===== src/rtl/prbs_chk_loss_mon.sv =====
// prbs_chk_loss_mon: counts errors in non-overlapping blocks of LOSS_WIN steps, pulses loss at LOSS_THRESH
module prbs_chk_loss_mon #(
   parameter int LOSS_WIN = 64,
   parameter int LOSS_THRESH = 8
) (
   input  logic clk,
   input  logic rst,
   input  logic step,
   input  logic err,
   input  logic restart,
   output logic loss
);
   localparam int BW = $clog2(LOSS_WIN + 1);
   localparam int EW = $clog2(LOSS_THRESH + 1);
   logic [BW-1:0] blk;
   logic [EW-1:0] errs;
   logic last;
   assign last = blk == BW'(LOSS_WIN - 1);
   assign loss = step && err && errs == EW'(LOSS_THRESH - 1);
   // block position and error tally, both cleared at each block boundary or restart
   always_ff @(posedge clk)
      if (rst || restart) begin
         blk <= '0;
         errs <= '0;
      end else if (step) begin
         blk <= last ? '0 : blk + BW'(1);
         errs <= last ? '0 : errs + EW'(err);
      end
endmodule


===== config.mk =====
export PLATFORM = sky130hd
export DESIGN_NAME = prbs_chk_loss_mon
export DESIGN_NICKNAME = d
export VERILOG_FILES = /design/src/rtl/prbs_chk_loss_mon.sv
export SDC_FILE = /design/constraint.sdc
export NUM_CORES = 1
export LEC_CHECK = 0
export ABC_CLOCK_PERIOD_IN_PS = 3080
export BUFFER_PORTS_ARGS = -buffer_cell sky130_fd_sc_hd__buf_2
export CORE_AREA = 2 2 40 42
export CTS_BUF_LIST = sky130_fd_sc_hd__clkbuf_8
export DETAILED_ROUTE_END_ITERATION = 10
export DIE_AREA = 0 0 42 44
export GPL_ROUTABILITY_DRIVEN = 1
export PLACE_DENSITY = 0.54
export SLEW_MARGIN = 10
export SYNTH_ARGS = -nofsm -noshare
export SYNTH_HDL_FRONTEND = slang
export SYNTH_SLANG_ARGS = --single-unit

===== constraint.sdc =====
create_clock -name clk -period 3.08 [get_ports clk]
set_clock_uncertainty 0.15 [all_clocks]
set_input_delay 0.308 -clock clk [delete_from_list [all_inputs] [get_ports clk]]
set_output_delay 0.308 -clock clk [all_outputs]
set_load 0.005 [all_outputs]

==> reports/qor.csv, run 1 <==
stage,metric,value,unit
clock_network,clockRootBuffer,clkbuf_8,
cells_and_area,fill_cells,143,
routing,viasPerCell,5.000,
clock_network,ctsResizeCount,0,
clock_network,ctsHoldBuffers,0,
floorplan,die_y_extent,44,um
sta,setup_viol_count_final,0,
pwr,power-per-cell-area,492.7,nW/um^2
grt,global_route.usage.total,0.1231,
clock_network,path_clk_slew,50,ps
worst_hold_path,holdCritPathClass,primary input to flip-flop,
synth,synth.ff_latch_count,11,
routing,drc,0,
synth,syn_avg_cell_area,9.844,um^2
floorplan,coreArea,1419,um^2
clock_network,clock_sink_count,11,
clock_network,cts_max_level,1,
sta,setup_tns,0,ps
synth,asr_flop_ratio_synth,0,
flow_run,maxCapViolations,0,
placed_design,placement.cell_area,561.8,um^2
sta,tightestPinTransition,404.5,ps
pwr,power.static_leakage,0.2519,nW
sta,timing.max_slew.rel_slack,0.7303,
synth,synthesis.nets,61,
placed_design,placement.setup.worst_slack,1466,ps
placed_design,dpl.cell_count,73,
clock_network,cts-buffers-inserted,3,
worst_setup_path,setup.worst_path.start,blk[0],
sta,grt_setup_unrepaired,false,
clock_network,cts_tree,done,
worst_setup_path,end_kind,flip-flop,
worst_setup_path,reg2reg_slack,1480,ps
worst_setup_path,endpoint,blk[2],
synth,netlist_top_cells_count,"dfxtp_1 (11), nor2_1 (8), nand2_1 (5), xor2_1 (5)",
cells_and_area,layout-area-overhead-vs-synth,16.31,%
worst_setup_path,worstReg2RegStart,blk[0],
routing,routed_wirelength,893,um
synth,cell_type_contributing_the_most_total_cell_area_after_synthesis,dfxtp_1,
clock_network,clkLatencyLatePin,240,ps
cells_and_area,final_util,0.4277,
sta,period_share,0.5203,
cells_and_area,stdcell_area,606.8,um^2
grt,grt_max_degree,14,
synth,yosysMostFrequentCell,dfxtp_1,
synth,synth.top_cells.by_area,"dfxtp_1 (42%), xor2_1 (8.4%), ha_1 (7.2%)",
floorplan,top_level_ports,6,
sta,number_of_hold_slack_violations_in_the_final_timing_report,0,
worst_setup_path,worst-endpoint-required,3040,ps
floorplan,dieWidth,42,um
worst_setup_path,critical_path.reg2reg.endpoint,blk[2],
routing,detailedRoute.firstPassIterationCount,3,
synth,synth_edf_count,0,
worst_setup_path,worst_setup_path_start_kind,flip-flop,
synth,synth-seq-area-share,0.4221,
synth,synthesized_netlist_cell_count,53,
worst_setup_path,timing_worst_setup_path_type,flip-flop to flip-flop,
floorplan,floorplan.die_area,1848,um^2
cells_and_area,antenna-diode-count,0,
sta,layout_min_cycle_time,1603,ps
sta,max_clock_freq,624.0,MHz
worst_setup_path,timing.critical_path.arrival,1560,ps
worst_setup_path,worst_r2r_path_depth,4,
routing,ant_nets,0,
sta,timing_max_transition_violations_final,0,
routing,route.vias.total,385,
worst_setup_path,crit_fanout,8,
grt,grt_pass1_wl,1566,um
synth,synth_largest_type_area_fraction,0.4221,
synth,synthesis.yosys.warnings,0,
routing,initial_drc_count,5,
synth,syn_area,521.8,um^2
cells_and_area,design.final.nets,70,
placed_design,hpwl,669.9,um
placed_design,port-buffer-count,5,
routing,wl_per_cell,11.60,um
cells_and_area,fin_cells,77,
pwr,vdd.ir_drop.worst,0.3279,mV
clock_network,clock_path_buffers,2,
sta,final.setup.worst_slack,1477,ps
clock_network,post_cts.repair.setup_buffers,0,
floorplan,num_rows,14,
grt,grt-ovfl-total,0,
synth,yosys.cell_types.count,20,
synth,synth-main-ff-cell,dfxtp_1,
floorplan,initial_core_utilization,0.3677,
run_status,outcome,"finished, final reports clean",
grt,grt_pass1_vias,381,
cells_and_area,final_layout_size_suffix_gt1_frac,0.1967,
grt,number_of_antenna_violations_at_the_first_check_in_global_routing,0,
placed_design,place_congestion,0.6725,
-- layer usage --
layer | vias up | GRT usage | share of wire
li1 | 202 | - | -
met2 | 6 | 0.2063 | 0.49
met5 | - | 0 | 0
met4 | 0 | 0.09677 | 0.021
met1 | 174 | 0.1215 | 0.44
met3 | 3 | 0.05000 | 0.040
-- flip-flops by register name, summed over array words and instances (netlist names) --
signal,cells
errs,4
blk,7
-- worst min path at each step --
stage	start	endpoint	slack (ps)	depth (start not counted)
detailed placement	errs[0]	errs[0]	350	2
floorplan	errs[0]	errs[0]	320	2
global placement	errs[0]	errs[0]	340	2
global route	rst	blk[6]	260	3
CTS	restart	blk[6]	240	3
finish	rst	blk[6]	230	3
-- cells by family after synthesis --
family	Yosys count	synth area share
AND/OR/NAND/NOR	23	0.2326
flip-flops	11	0.4221
adder cells (fa/ha/maj)	3	0.07195
AO/OA/AOI/OAI	8	0.1439
buffers and inverters	1	0.009583
XOR/XNOR	6	0.1007
multiplexers	1	0.01919
-- layout make-up --
class / count / area (um^2) / share of cell area
multi-input cells: 41 / 296.5 / 0.4887
well taps: 16 / 20.02 / 0.03299
repair buffers: 5 / 25.02 / 0.04124
clock inverters: 1 / 3.754 / 0.006186
flip-flops and latches: 11 / 220.2 / 0.3629
clock buffers: 3 / 41.29 / 0.06804
-- worst max-delay path, stage by stage (launching register included) --
cell,delay [ps]
dfxtp_1,380
ha_1,230
nand4_2,180
o31ai_4,440
nor2_1,100
-- cells in the final DEF (no fill, tap or decap) --
cell,count
xnor2_1,1
clkbuf_8,3
ha_1,3
dfxtp_1,11
o31ai_4,1
a21oi_2,1
nor2_1,8
a21boi_1,2
inv_1,1
mux2i_1,1
o211ai_1,2
nand4_2,2
or3_1,1
nand4_1,2
xor2_1,5
o211a_1,1
o21ai_0,1
nand2b_1,3
nand2_1,5
buf_2,5
nor3_1,1
nand3_1,1
-- report_power, final --
group	switching, mW	leakage, nW	total [mW]	internal [mW]
registers	0.00140	0.0888	0.146	0.144
clock network	0.0517	0.0269	0.139	0.0873
logic	0.00779	0.136	0.0144	0.00660
-- stage by stage --
stage / power [mW] / hold slack, ps
floorplan: 0.1581 / 315.1
global placement: 0.1629 / 344.1
detailed placement: 0.1630 / 345.1
CTS: 0.3064 / 235.6
global route: 0.3150 / 264.3
finish: 0.2990 / 232.9
Note: power is estimated with default switching activity, not from simulation.
==> run 2, diff against run 1 <==
--- a/config.mk
+++ b/config.mk
@@ -5,7 +5,7 @@
 export SDC_FILE = /design/constraint.sdc
 export NUM_CORES = 1
 export LEC_CHECK = 0
-export ABC_CLOCK_PERIOD_IN_PS = 3080
+export ABC_CLOCK_PERIOD_IN_PS = 1700
 export BUFFER_PORTS_ARGS = -buffer_cell sky130_fd_sc_hd__buf_2
 export CORE_AREA = 2 2 40 42
 export CTS_BUF_LIST = sky130_fd_sc_hd__clkbuf_8
==> constraint.sdc (replaced) <==
create_clock -name clk -period 1.7 [get_ports clk]
set_clock_uncertainty 0.15 [all_clocks]
set_input_delay 0.17 -clock clk [delete_from_list [all_inputs] [get_ports clk]]
set_output_delay 0.17 -clock clk [all_outputs]
set_load 0.005 [all_outputs]
==> run 2 against run 1 <==
Sequential power rose by 81%. Critical path depth did not move. Count of clock-buffer cells in the layout did not move. Critical path type unchanged. Critical endpoint unchanged.
==> reports/qor.csv, run 2 (synthesized netlist as in run 1, its figures left out) <==
stage,metric,value,unit,change
run_status,outcome,"finished, final reports clean",,unchanged
worst_setup_path,critical_path.cell_chain,ha_1 > nand4_2 > o31ai_4 > nor2_1,,unchanged
cells_and_area,mostFrequentLayoutCell,dfxtp_1,,unchanged
cells_and_area,antenna-diode-count,0,,unchanged
clock_network,cts-buffers-inserted,3,,unchanged
flow_run,maxCapViolations,0,,unchanged
cells_and_area,largest_register_ff_count,7,,unchanged
sta,layout_min_cycle_time,1557,ps,was 1603 ps
routing,initial_drc_count,4,,was 5
floorplan,num_rows,14,,unchanged
sta,tightestPinTransition,404.1,ps,was 404.5 ps
pwr,p_total,0.5415,mW,was 0.2990 mW
placed_design,place_congestion,0.6725,,unchanged
cells_and_area,final_layout_size_suffix_gt1_frac,0.1967,,unchanged
floorplan,dieWidth,42,um,unchanged
worst_setup_path,cpLargestDelayFamily,compound AO/OA/AOI/OAI gates,,unchanged
cells_and_area,layout-area-overhead-vs-synth,16.31,%,unchanged
routing,ant_nets,0,,unchanged
cells_and_area,fill_cells,143,,unchanged
routing,detailedRoute.firstPassIterationCount,4,,was 3
floorplan,floorplan.die_area,1848,um^2,unchanged
pwr,vdd.ir_drop.worst,0.5941,mV,was 0.3279 mV
pwr,clock_power_share,0.465,,about the same
grt,global_route.usage.total,0.1231,,unchanged
clock_network,clkLatencyLatePin,240,ps,about the same
pwr,power.static_leakage,0.2519,nW,unchanged
grt,grt-ovfl-total,0,,unchanged
cells_and_area,layout_common_cells,"dfxtp_1 (11), nor2_1 (8), nand2_1 (5), xor2_1 (5), buf_2 (5)",,unchanged
cells_and_area,stdcell_area,606.8,um^2,unchanged
clock_network,post_cts.repair.setup_buffers,0,,unchanged
pwr,pwr-share-comb,0.048,,about the same
placed_design,hpwl,669.9,um,unchanged
sta,grt_setup_unrepaired,false,,unchanged
floorplan,die_y_extent,44,um,unchanged
sta,max_clock_freq,642.4,MHz,was 624.0 MHz
sta,timing_max_transition_violations_final,0,,unchanged
worst_setup_path,end_kind,flip-flop,,unchanged
grt,number_of_antenna_violations_at_the_first_check_in_global_routing,0,,unchanged
placed_design,placement.cell_area,561.8,um^2,unchanged
floorplan,initial_core_utilization,0.3677,,unchanged
grt,grt_pass1_wl,1566,um,unchanged
sta,number_of_hold_slack_violations_in_the_final_timing_report,0,,unchanged
grt,grt_max_degree,14,,unchanged
routing,viasPerCell,5.039,,was 5.000
worst_setup_path,timing_worst_setup_path_type,flip-flop to flip-flop,,unchanged
floorplan,top_level_ports,6,,unchanged
routing,routed_wirelength,890,um,was 893 um
routing,drc,0,,unchanged
worst_setup_path,critPathSlowestCell,o31ai_4,,unchanged
clock_network,clockRootBuffer,clkbuf_8,,unchanged
pwr,power.share.switching,0.2034,,was 0.2037
cells_and_area,largest_register,blk,,unchanged
placed_design,port-buffer-count,5,,unchanged
pwr,share_seq_of_total_power,0.487,,about the same
sta,period_share,0.9157,,was 0.5203
worst_setup_path,crit_path_max_incr_delay,390,ps,was 440 ps
cells_and_area,design.final.nets,70,,unchanged
worst_setup_path,worstPathBufferInverterCount,0,,unchanged
routing,route.vias.total,388,,was 385
pwr,power-per-cell-area,892.3,nW/um^2,was 492.7 nW/um^2
grt,grt_pass1_vias,381,,unchanged
clock_network,cts_max_level,1,,unchanged
sta,setup_tns,0,ps,unchanged
worst_hold_path,holdCritPathClass,primary input to flip-flop,,unchanged
sta,timing.max_slew.rel_slack,0.7306,,was 0.7303
routing,wl_per_cell,11.56,um,was 11.60 um
worst_setup_path,worst-endpoint-required,1660,ps,was 3040 ps
worst_setup_path,crit_fanout,8,,unchanged
clock_network,ctsResizeCount,0,,unchanged
worst_setup_path,worst_setup_path_start_kind,flip-flop,,unchanged
clock_network,cts_tree,done,,unchanged
pwr,internal_power,0.4313,mW,was 0.2381 mW
worst_setup_path,timing.critical_path.arrival,1510,ps,was 1560 ps
cells_and_area,largestRegisters,"blk (7), errs (4)",,unchanged
sta,setup_viol_count_final,0,,unchanged
clock_network,ctsHoldBuffers,0,,unchanged
floorplan,coreArea,1419,um^2,unchanged
clock_network,clock_path_buffers,2,,unchanged
clock_network,clock_sink_count,11,,unchanged
clock_network,path_clk_slew,50,ps,about the same
pwr,p_sw,0.1102,mW,was 0.06091 mW
## run 2: power groups by stage
stage                     Clock (mW)  Sequential [mW]  Combinational [mW]
after floorplan                    0            0.268              0.0181
after global placement             0            0.269              0.0266
after detailed placement           0            0.269              0.0265
after CTS                      0.265            0.264              0.0268
after global routing           0.278            0.264              0.0293
final                          0.252            0.264              0.0260
## run 2: through the flow
step / hold slack (ps) / setup WS (ps) / instances / utilization
after detailed placement: 345.1 / 86.06 / 73 / 0.3959
after CTS: 97.64 / 64.14 / 77 / 0.4277
after floorplan: 200.5 / 256.5 / 53 / -
after global routing: 126.4 / 33.73 / 77 / 0.4277
after global placement: 344.0 / 141.5 / 73 / 0.3959
final: 96.05 / 143.3 / 77 / 0.4277
## run 2: area by class of cell
cell class | instances | area (um^2) | area share
flip-flops and latches | 11 | 220.2 | 0.3629
repair buffers | 5 | 25.02 | 0.04124
clock inverters | 1 | 3.754 | 0.006186
multi-input cells | 41 | 296.5 | 0.4887
clock buffers | 3 | 41.29 | 0.06804
well taps | 16 | 20.02 | 0.03299
## run 2: per-layer routing
metal  part of all wire  track usage
met2               0.49       0.2063
met1               0.43       0.1215
met4              0.021      0.09677
met3              0.055      0.05000
met5                  0            0
## run 2: final timing paths
check / startpoint / end / slack, ps / cells after the start
min reg2reg: errs[0] / errs[0] / 350 / 2
max reg2reg: blk[0] / blk[2] / 140 / 4
min: rst / blk[6] / 100 / 3
max: blk[0] / blk[2] / 140 / 4
## run 2: worst reg2reg max path: cells and delay by family (launching register included)
| family | cells | cell delay (ps) |
|---|---|---|
| AND/OR/NAND/NOR | 2 | 280 |
| flip-flops | 1 | 380 |
| adder cells (fa/ha/maj) | 1 | 230 |
| AO/OA/AOI/OAI | 1 | 390 |
==> run 3, diff against run 2 <==
--- a/config.mk
+++ b/config.mk
@@ -5,14 +5,15 @@
 export SDC_FILE = /design/constraint.sdc
 export NUM_CORES = 1
 export LEC_CHECK = 0
+export ABC_AREA = 1
 export ABC_CLOCK_PERIOD_IN_PS = 1700
 export BUFFER_PORTS_ARGS = -buffer_cell sky130_fd_sc_hd__buf_2
-export CORE_AREA = 2 2 40 42
+export CORE_AREA = 2 2 41 43
 export CTS_BUF_LIST = sky130_fd_sc_hd__clkbuf_8
 export DETAILED_ROUTE_END_ITERATION = 10
-export DIE_AREA = 0 0 42 44
+export DIE_AREA = 0 0 43 45
 export GPL_ROUTABILITY_DRIVEN = 1
-export PLACE_DENSITY = 0.54
+export PLACE_DENSITY = 0.55
 export SLEW_MARGIN = 10
 export SYNTH_ARGS = -nofsm -noshare
 export SYNTH_HDL_FRONTEND = slang
==> run 3 against run 2 <==
Routed wire length up 14%. Core utilization up 1.6 points. Global-route usage increased by 1.2 points. Synthesized area is 9.4% higher. Hold slack worse by 4.1 ps. Sequential share of layout area is 2.6 points lower. Final area up 7.6%. Critical path depth increased by 2. Via count rose by 26%. First-iteration DRC count increased by 75%. Synthesized cell count increased by 51%. Final cell count is 35% higher.
==> reports/qor.csv, run 3 <==
stage,metric,value,unit,change
run_status,outcome,"finished, final reports clean",,unchanged
grt,globalRoute.busiestLayer,met2,,unchanged
placed_design,placement.setup.worst_slack,394.2,ps,was 86.06 ps
grt,grt_max_degree,13,,was 14
grt,grt-ovfl-total,0,,unchanged
worst_setup_path,worst-endpoint-required,1670,ps,was 1660 ps
floorplan,top_level_ports,6,,unchanged
worst_hold_path,holdCritPathClass,primary input to flip-flop,,unchanged
cells_and_area,fin_cells,104,,was 77
routing,wl_per_cell,9.779,um,was 11.56 um
placed_design,hpwl,778.3,um,was 669.9 um
routing,viasPerCell,4.692,,was 5.039
synth,synth_simple_gate_area_share,0.3289,,was 0.2326
cells_and_area,multi_input_area,305.3,um^2,was 296.5 um^2
cells_and_area,final_util,0.4439,,was 0.4277
placed_design,place_congestion,0.7127,,was 0.6725
synth,post_synth_xor_area_fraction,0.04605,,was 0.1007
synth,synth.top_cells.by_area,"dfxtp_1 (39%), nand2_1 (13%), ha_1 (6.6%)",,"was dfxtp_1 (42%), xor2_1 (8.4%), ha_1 (7.2%)"
floorplan,die_y_extent,45,um,was 44 um
cells_and_area,mostFrequentLayoutCell,nand2_1,,was dfxtp_1
placed_design,port-buffer-count,5,,unchanged
sta,layout_min_cycle_time,1308,ps,was 1557 ps
grt,global_route.usage.total,0.1349,,was 0.1231
synth,synth_edf_count,0,,unchanged
cells_and_area,stdcell_area,653.1,um^2,was 606.8 um^2
sta,tightestPinTransition,292.3,ps,was 404.1 ps
routing,detailedRoute.firstPassIterationCount,4,,unchanged
sta,timing_max_transition_violations_final,0,,unchanged
synth,synth_largest_type_area_fraction,0.3860,,was 0.4221
synth,combinational_family_with_the_most_area_after_synthesis,simple AND/OR/NAND/NOR gates,,unchanged
sta,grt_setup_unrepaired,false,,unchanged
synth,synthesis.yosys.warnings,0,,unchanged
synth,asr_flop_ratio_synth,0,,unchanged
synth,synth-seq-area-share,0.3860,,was 0.4221
synth,yosysMostFrequentCell,nand2_1,,was dfxtp_1
clock_network,clkLatencyLatePin,240,ps,about the same
routing,drc,0,,unchanged
synth,synthesized_netlist_cell_count,80,,was 53
placed_design,placement.cell_area,608.1,um^2,was 561.8 um^2
pwr,vdd.ir_drop.worst,0.3742,mV,was 0.5941 mV
synth,post_synth_mux_area_share,0.01754,,was 0.01918
worst_setup_path,end_kind,flip-flop,,unchanged
floorplan,floorplan.die_area,1935,um^2,was 1848 um^2
sta,max_clock_freq,764.6,MHz,was 642.4 MHz
cells_and_area,fill_cells,167,,was 143
worst_setup_path,worst_setup_path_start_kind,flip-flop,,unchanged
clock_network,clock_path_buffers,2,,unchanged
pwr,power.static_leakage,0.2851,nW,was 0.2519 nW
cells_and_area,largest_register_ff_count,7,,unchanged
sta,number_of_hold_slack_violations_in_the_final_timing_report,0,,unchanged
synth,syn_area,570.5,um^2,was 521.8 um^2
grt,groute.layer.met3.usage,0.06400,,was 0.05000
clock_network,clockRootBuffer,clkbuf_8,,unchanged
cells_and_area,register_area,220.2,um^2,unchanged
cells_and_area,antenna-diode-count,0,,unchanged
placed_design,dpl.cell_count,100,,was 73
routing,ant_nets,0,,unchanged
cells_and_area,largestRegisters,"blk (7), errs (4)",,unchanged
pwr,p_total,0.5501,mW,was 0.5415 mW
floorplan,initial_core_utilization,0.3878,,was 0.3677
synth,post_synthesis_compound_gate_area_fraction,0.07675,,was 0.1439
floorplan,num_rows,14,,unchanged
clock_network,path_clk_slew,50,ps,about the same
grt,met2_usage_in_global_routing,0.2242,,was 0.2063
clock_network,clock_sink_count,11,,unchanged
flow_run,maxCapViolations,0,,unchanged
sta,hold-worst-slack,91.95,ps,was 96.05 ps
synth,netlist_top_cells_count,"nand2_1 (20), dfxtp_1 (11), inv_1 (10)",,"was dfxtp_1 (11), nor2_1 (8), nand2_1 (5), xor2_1 (5)"
grt,grt_pass1_wl,1849,um,was 1566 um
grt,number_of_antenna_violations_at_the_first_check_in_global_routing,0,,unchanged
synth,synthesis.nets,88,,was 61
cells_and_area,design.final.nets,97,,was 70
floorplan,coreArea,1471,um^2,was 1419 um^2
synth,cell_type_contributing_the_most_total_cell_area_after_synthesis,dfxtp_1,,unchanged
clock_network,cts_max_level,1,,unchanged
sta,setup_tns,0,ps,unchanged
sta,setup_viol_count_final,0,,unchanged
synth,synth-adder-area-share,0.06579,,was 0.07194
floorplan,dieWidth,43,um,was 42 um
synth,syn_avg_cell_area,7.132,um^2,was 9.844 um^2
worst_setup_path,timing.critical_path.arrival,1280,ps,was 1510 ps
cells_and_area,layout-area-overhead-vs-synth,14.47,%,was 16.31%
clock_network,ctsResizeCount,0,,unchanged
grt,grt_pass1_vias,473,,was 381
synth,yosys.cell_types.count,18,,was 20
synth,synth.ff_latch_count,11,,unchanged
worst_setup_path,timing_worst_setup_path_type,flip-flop to flip-flop,,unchanged
clock_network,cts_tree,done,,unchanged
sta,timing.max_slew.rel_slack,0.8049,,was 0.7306
cells_and_area,largest_register,blk,,unchanged
pwr,power-per-cell-area,842.2,nW/um^2,was 892.3 nW/um^2
routing,routed_wirelength,1017,um,was 890 um
clock_network,post_cts.repair.setup_buffers,0,,unchanged
routing,initial_drc_count,7,,was 4
worst_setup_path,crit_fanout,4,,was 8
sta,final.setup.worst_slack,392.1,ps,was 143.3 ps
clock_network,cts-buffers-inserted,3,,unchanged
clock_network,ctsHoldBuffers,0,,unchanged
synth,synth-main-ff-cell,dfxtp_1,,unchanged
cells_and_area,final_layout_size_suffix_gt1_frac,0.1364,,was 0.1967
grt,grt_util_met1,0.1429,,was 0.1215
sta,period_share,0.7693,,was 0.9157
cells_and_area,layout_common_cells,"nand2_1 (20), inv_1 (11), dfxtp_1 (11), nor2_1 (9), nand3_1 (7)",,"was dfxtp_1 (11), nor2_1 (8), nand2_1 (5), xor2_1 (5), buf_2 (5)"
routing,route.vias.total,488,,was 388
## run 3: cell types whose count changed after synthesis, moves of 3 or more
cell / delta
a21oi_1: +5
xor2_1: -3
nand2_1: +15
nand3_1: +6
nand2b_1: -3
inv_1: +10
## run 3: report_power, final
group | leakage [nW] | total [mW] | internal [mW] | switching, mW
Sequential | 0.0890 | 0.264 | 0.262 | 0.00257
Clock | 0.0269 | 0.257 | 0.159 | 0.0981
Combinational | 0.169 | 0.0290 | 0.0110 | 0.0180
Total | 0.285 | 0.550 | 0.431 | 0.119
## run 3: worst paths after layout
kind | end | depth (start not counted) | from | slack, ps
worst max-delay path | blk[1] | 6 | blk[1] | 390
worst min-delay path | errs[2] | 4 | rst | 90
worst max register to register | blk[1] | 6 | blk[1] | 390
worst min register to register | blk[6] | 2 | blk[6] | 330
## run 3: logic make-up after synthesis
logic type / after synthesis
mux: 1
simple gates: 43
flops: 11
buf+inv: 11
xor+xnor: 3
fa+ha+maj: 3
compound gates: 8
## run 3: final cells by class
type,instances,share of cell area
clock buffer,3,0.06322
clock inverter,1,0.005747
inverter,10,0.05747
multi-input combinational,58,0.4674
sequential,11,0.3372
tap,16,0.03065
timing repair buffer,5,0.03831
## run 3: worst max-delay path, cell delays in order (launching register included)
cell and delay [ps]:
dfxtp_1 360, ha_1 200, inv_1 60, nor2_2 130, nand3_1 110, nand2_2 120
a21oi_1 70
## run 3: routing by layer
layer | part of all wire | vias to the layer above
li1 | - | 270
met1 | 0.46 | 208
met5 | 0 | -
met2 | 0.47 | 8
met3 | 0.051 | 2
met4 | 0.019 | 0
